**src/rtl/psg_stereo_mixer.sv**
```systemverilog
// Sequential N-channel PSG mixer: snapshots channels on ce_sample, sums one channel per clock into L/R.
// Optional PSG_MIXER_SIGNED_OUT_EN inverts the output MSB (offset-binary -> two's complement).
//
// state | meaning
// IDLE  | waiting for ce_sample; a strobe latches the snapshot and masks
// ACC   | adding channel idx into acc_l/acc_r, one channel per clock
// OUT   | publishing the scaled sums, pulsing out_valid on the next cycle
module psg_stereo_mixer #(
    parameter int CH_NUM = 3,
    parameter int IN_W   = 12,
    parameter int OUT_W  = 16
) (
    input  logic                     clk_sys,
    input  logic                     reset,
    input  logic                     ce_sample,
    input  logic [CH_NUM*IN_W-1:0]   ch_in,
    input  logic [1:0]               mode,
    input  logic [CH_NUM-1:0]        pan_l,
    input  logic [CH_NUM-1:0]        pan_r,
    input  logic                     ovr_clr,
    output logic [OUT_W-1:0]         audio_l,
    output logic [OUT_W-1:0]         audio_r,
    output logic                     out_valid,
    output logic                     busy,
    output logic                     overrun
);

    localparam int SW    = IN_W + $clog2(CH_NUM);
    localparam int IDX_W = (CH_NUM > 1) ? $clog2(CH_NUM) : 1;
    localparam logic [IDX_W-1:0] IDX_LAST = IDX_W'(CH_NUM - 1);

    // Fixed routings only cover channels 0..2; wider builds see zeros above that.
    localparam logic [15:0] ABC_L = 16'h0003;
    localparam logic [15:0] ABC_R = 16'h0006;
    localparam logic [15:0] ACB_L = 16'h0005;
    localparam logic [15:0] ACB_R = 16'h0006;

    typedef enum logic [1:0] {IDLE, ACC, OUT} state_t;

    state_t                   state, state_nxt;
    logic [CH_NUM*IN_W-1:0]   snap;
    logic [CH_NUM-1:0]        mask_l, mask_r;
    logic [CH_NUM-1:0]        eff_l, eff_r;
    logic [IDX_W-1:0]         idx;
    logic [SW-1:0]            acc_l, acc_r;
    logic [IN_W-1:0]          cur;
    logic [OUT_W-1:0]         scaled_l, scaled_r;

    always_comb begin
        eff_l = '1;
        eff_r = '1;
        case (mode)
            2'd1: begin
                eff_l = ABC_L[CH_NUM-1:0];
                eff_r = ABC_R[CH_NUM-1:0];
            end
            2'd2: begin
                eff_l = ACB_L[CH_NUM-1:0];
                eff_r = ACB_R[CH_NUM-1:0];
            end
            2'd3: begin
                eff_l = pan_l;
                eff_r = pan_r;
            end
            default: begin
                eff_l = '1;
                eff_r = '1;
            end
        endcase
    end

    assign cur  = snap[idx*IN_W +: IN_W];
    assign busy = (state != IDLE);

    generate
        if (OUT_W > SW) begin : g_shift
            assign scaled_l = {acc_l, {(OUT_W-SW){1'b0}}};
            assign scaled_r = {acc_r, {(OUT_W-SW){1'b0}}};
        end else if (OUT_W == SW) begin : g_equal
            assign scaled_l = acc_l;
            assign scaled_r = acc_r;
        end else begin : g_trunc
            assign scaled_l = acc_l[SW-1 -: OUT_W];
            assign scaled_r = acc_r[SW-1 -: OUT_W];
        end
    endgenerate

    always_ff @(posedge clk_sys or posedge reset) begin
        if (reset) state <= IDLE;
        else       state <= state_nxt;
    end

    always_comb begin
        state_nxt = state;
        case (state)
            IDLE:    if (ce_sample) state_nxt = ACC;
            ACC:     if (idx == IDX_LAST) state_nxt = OUT;
            OUT:     state_nxt = IDLE;
            default: state_nxt = IDLE;
        endcase
    end

    always_ff @(posedge clk_sys or posedge reset) begin
        if (reset) begin
            snap      <= '0;
            mask_l    <= '0;
            mask_r    <= '0;
            idx       <= '0;
            acc_l     <= '0;
            acc_r     <= '0;
            audio_l   <= '0;
            audio_r   <= '0;
            out_valid <= 1'b0;
            overrun   <= 1'b0;
        end else begin
            out_valid <= (state == OUT);
            case (state)
                IDLE: begin
                    if (ce_sample) begin
                        snap   <= ch_in;
                        mask_l <= eff_l;
                        mask_r <= eff_r;
                        acc_l  <= '0;
                        acc_r  <= '0;
                        idx    <= '0;
                    end
                end
                ACC: begin
                    if (mask_l[idx]) acc_l <= acc_l + SW'(cur);
                    if (mask_r[idx]) acc_r <= acc_r + SW'(cur);
                    idx <= idx + 1'b1;
                end
                OUT: begin
                    audio_l <= scaled_l;
                    audio_r <= scaled_r;
`ifdef PSG_MIXER_SIGNED_OUT_EN
                    audio_l[OUT_W-1] <= ~scaled_l[OUT_W-1];
                    audio_r[OUT_W-1] <= ~scaled_r[OUT_W-1];
`endif
                end
                default: ;
            endcase
            // A late strobe outranks a clear on the same edge.
            if (ce_sample && (state != IDLE)) overrun <= 1'b1;
            else if (ovr_clr)                 overrun <= 1'b0;
        end
    end

endmodule
```
**config.mk**
```make
export PLATFORM = sky130hd
export DESIGN_NAME = psg_stereo_mixer
export DESIGN_NICKNAME = d
export VERILOG_FILES = /design/src/rtl/psg_stereo_mixer.sv
export SDC_FILE = /design/constraint.sdc
export NUM_CORES = 1
export LEC_CHECK = 0
export CORE_MARGIN = 10
export CORE_UTILIZATION = 40
export DETAILED_ROUTE_END_ITERATION = 8
export DONT_BUFFER_PORTS = 1
export GPL_ROUTABILITY_DRIVEN = 0
export GPL_TIMING_DRIVEN = 0
export MAX_ROUTING_LAYER = met4
export SYNTH_ARGS = -nofsm -noshare
export SYNTH_HDL_FRONTEND = slang
export SYNTH_SLANG_ARGS = --single-unit
```
**constraint.sdc**
```tcl
create_clock -name clk_sys -period 3.7 [get_ports clk_sys]
set_input_delay 0.555 -clock clk_sys [delete_from_list [all_inputs] [get_ports clk_sys]]
set_output_delay 0.555 -clock clk_sys [all_outputs]
set_load 0.01 [all_outputs]
```
==> summary.md <==
| Metric | Value |
|---|---|
| Result of the run | `complete, no violations` |
| Cells after Synth | `between 500 and 600` |
| Number of library cell types mapped by synthesis | `57` |
| Root Buffer | `sky130_fd_sc_hd__clkbuf_16` |
| Number of cell rows | `42` |
| Horizontal die dimension | `roughly 140 um` |
| Commonest cells in the netlist | `sky130_fd_sc_hd__nand2_1 (143), sky130_fd_sc_hd__dfrtp_1 (104), sky130_fd_sc_hd__o21ai_0 (46)` |
| First-pass detailed-route iteration total | `4` |
| Number of flops mapped to enable cells by yosys | `0` |
| Unrepaired setup endpoints after global routing | `no` |
| Critical path startpoint | `idx[1]` |
| Number of top-level pins | `between 80 and 90` |
| Number of nets at the end of the flow | `668` |
| Util after Layout | `0.451` |
| Final cell count without fillers | `770` |
| TritonCTS clock tree | `built` |
| Worst setup SP type | `flip-flop` |
| P per Cell Area | `944 nW/um^2` |
| Worst Hold Slack | `just under 0.09 ns` |
| Worst Path Class, Setup | `flip-flop to flip-flop` |
| Hold crit path type | `primary input to asynchronous set/reset pin` |
| Number of H-tree branching levels | `3` |
| Fraction of the mapped netlist area in compound gates | `0.126` |
| Dpl cells | `~760` |
| Leakage power total | `approximately 2.9 nW` |
| Worst slew margin relative to its limit | `0.570` |
| Peak supply drop | `~0.35 mV` |
| Post-synthesis mux area share | `0.0857` |
| Min Clock Period, post-route | `about 3.3 ns` |
| Number of global-route vias before repair | `roughly 4200` |
| Fraction of layout instances using a drive strength above 1 | `0.109` |
| Post-synthesis instance area | `between 5000 and 6000 sq um` |
| Final Routed Wirelength | `between 10000 and 15000 um` |
| Post-synthesis share of cell area spent on full adders, half adders and majority gates | `0.0715` |
| Count of state elements after synthesis | `about 100` |
| Iter 0 DRT Violations | `271` |
| Syn Area/Cell | `~9.5 sq um` |
| Antenna violations before repair | `0` |
| GRT Residual Overflow | `0` |
| Final period utilization | `0.895` |
| DR DRC count | `0` |
| Overall Global Routing Usage | `0.150` |
| Max clock buf depth | `2` |
| Accumulated negative setup slack | `0 ns` |
| Number of buffer cells added on primary ports | `0` |
| Cell with the most instances after synthesis | `sky130_fd_sc_hd__nand2_1` |
| Slew Viols, Final | `0` |
| Area fraction in and, or, nand and nor cells after synthesis | `0.173` |
| Vertical die dimension | `around 140 um` |
| HPWL Detailed | `approximately 10000 um` |
| Average routed wire per standard cell | `approximately 17 um` |
| Most used DFF post-synth | `sky130_fd_sc_hd__dfrtp_1` |
| Element type at the critical path end | `flip-flop` |
| Dominant combinational cell family by area after synthesis | `simple AND/OR/NAND/NOR gates` |
| Yosys warns | `0` |
| Async SR Flop Fraction | `1.00` |
| Max Clk Rate | `approximately 300 MHz` |
| Reg-to-reg critical path startpoint | `idx[1]` |
| Antenna violation net count after detailed routing | `0` |
| Antenna diodes | `0` |
| Die Outline Area | `between 15000 and 20000 sq um` |
| Number of clock sinks | `104` |
| Largest net degree at the start of global routing | `71` |
| Top cell type by total area after synthesis | `sky130_fd_sc_hd__dfrtp_1` |
| # Max-Cap Violations | `0` |
| Synth area leaders | `sky130_fd_sc_hd__dfrtp_1 (48%), sky130_fd_sc_hd__nand2_1 (9.8%), sky130_fd_sc_hd__ha_1 (6.4%)` |
| Clock input transition at the sequential cells of the worst setup and hold paths | `roughly 0.07 ns` |
| First-pass GRT wire length | `approximately 21000 um` |
| Synth top area share | `0.477` |
| Final count of negative-setup-slack endpoints | `0` |
| Fill cell total of the finished layout | `between 1000 and 1500` |
| Required @ worst endpoint | `roughly 4.0 ns` |
| Via-per-instance ratio | `between 5 and 6` |
| Via count | `slightly above 4000` |
| Skew-Pair Late Insertion Delay | `~0.36 ns` |
| Core outline area | `between 10000 and 15000 sq um` |
| Skew final | `about 0.015 ns` |
| Area growth from synthesis to layout | `9.78%` |
| Final Hold Viols | `0` |
| Fraction of synthesized cell area in xor and xnor cells | `0.0273` |
| Peak fanout along the critical path | `18` |
| Actual transition at the worst max-transition pin | `0.638 ns` |
| Number of clock buffers inserted by TritonCTS | `9` |
| Effective utilization at floorplan | `0.411` |
| Proportion of synthesized chip area in sequential cells | `0.477` |
| Number of buffers added to fix hold violations after cts | `0` |
| Signal arrival time at the worst endpoint | `around 3.6 ns` |
-- cells by family (layout without fill, tap and decap cells) --
group           after synthesis  after routing
other cells                   1              4
mux                          43             43
xor+xnor                     17             17
buf+inv                      49             64
compound gates              113            113
flops                       104            104
simple gates                219            219
fa+ha+maj                    30             30
-- per-stage QoR --
step,setup WS [ns],cell area [sq um],power (mW)
2_1_floorplan,0.413,5470,4.05
3_3_place_gp,-0.704,5690,4.66
3_5_place_dp,0.164,5720,4.77
4_1_cts,0.159,6000,5.71
5_1_grt,0.171,5990,6.17
6_report,0.388,5990,5.66
-- layout make-up --
class	count	area, sq um	area share
Timing Repair Buffer	1	27.5	0.00459
Tap cell	176	220	0.0367
Inverter	21	81.3	0.0136
Buffer	27	131	0.0219
Clock buffer	9	225	0.0376
Sequential cell	104	2600	0.434
Multi-Input combinational cell	426	2660	0.443
Clock inverter	6	51.3	0.00856
-- metal layers --
layer	global-route usage	vias up	part of all wire
met2	0.220	123	0.44
met1	0.191	1991	0.47
met5	-	-	0
met3	0.0411	23	0.066
li1	-	2005	-
met4	0.0609	0	0.027
-- worst max-delay path, stage by stage, from the launching register on --
cell and delay [ns]:
sky130_fd_sc_hd__dfrtp_1 0.40, sky130_fd_sc_hd__buf_6 0.18, sky130_fd_sc_hd__mux2i_1 0.14, sky130_fd_sc_hd__o21ai_0 0.41, sky130_fd_sc_hd__ha_1 0.27, sky130_fd_sc_hd__inv_1 0.06
sky130_fd_sc_hd__fa_1 0.41, sky130_fd_sc_hd__and2b_1 0.24, sky130_fd_sc_hd__o31a_1 0.21, sky130_fd_sc_hd__o22ai_1 0.14, sky130_fd_sc_hd__or4_4 0.55, sky130_fd_sc_hd__a21oi_2 0.15
sky130_fd_sc_hd__a21o_1 0.09
-- placed cells by master, fill, tap and decap left out, types with 4 or more instances in the layout --
cell type / n
sky130_fd_sc_hd__nand4_1: 6
sky130_fd_sc_hd__a21o_1: 9
sky130_fd_sc_hd__nand2b_1: 6
sky130_fd_sc_hd__nor2_1: 23
sky130_fd_sc_hd__dfrtp_1: 104
sky130_fd_sc_hd__nand2_1: 143
sky130_fd_sc_hd__xor2_1: 9
sky130_fd_sc_hd__o21ai_0: 46
sky130_fd_sc_hd__nand3_1: 21
sky130_fd_sc_hd__inv_1: 19
sky130_fd_sc_hd__clkbuf_1: 15
sky130_fd_sc_hd__ha_1: 28
sky130_fd_sc_hd__a21oi_1: 25
sky130_fd_sc_hd__xnor2_1: 8
sky130_fd_sc_hd__mux2_2: 29
sky130_fd_sc_hd__buf_4: 4
sky130_fd_sc_hd__o21a_1: 5
sky130_fd_sc_hd__mux2i_1: 13
sky130_fd_sc_hd__buf_2: 5
sky130_fd_sc_hd__conb_1: 4
sky130_fd_sc_hd__clkbuf_16: 9
-- worst paths after layout --
kind	endpoint	slack, ns	cells past startpoint
worst max-delay path	acc_r[12]	0.39	12
worst min-delay path	audio_l[10]	0.09	1
worst max register to register	acc_r[12]	0.39	12
worst min register to register	mask_l[0]	0.47	2
max in group asynchronous	acc_r[12]	2.91	2
min in group clk_sys	snap[35]	0.30	2
-- report_power, final --
group          internal [mW]  switching [mW]  total, mW
registers               1.61           0.374       1.98
logic                   1.10            1.67       2.77
clock network          0.465           0.442      0.907
total                   3.17            2.49       5.66
-- what timing repair did --
action,in CTS,in global routing
setup endpoints to repair,0,5
resized for setup,0,0
buffers inserted,0,0
-- sequential cells by signal, indices dropped and copies added (netlist names) --
| signal | count |
|---|---|
| mask_r | 3 |
| overrun | 1 |
| mask_l | 3 |
| audio_l | 14 |
| acc_l | 14 |
| idx | 2 |
| audio_r | 14 |
| acc_r | 14 |
| out_valid | 1 |
| snap | 36 |
| state | 2 |
(Power assumes the default switching activity.)
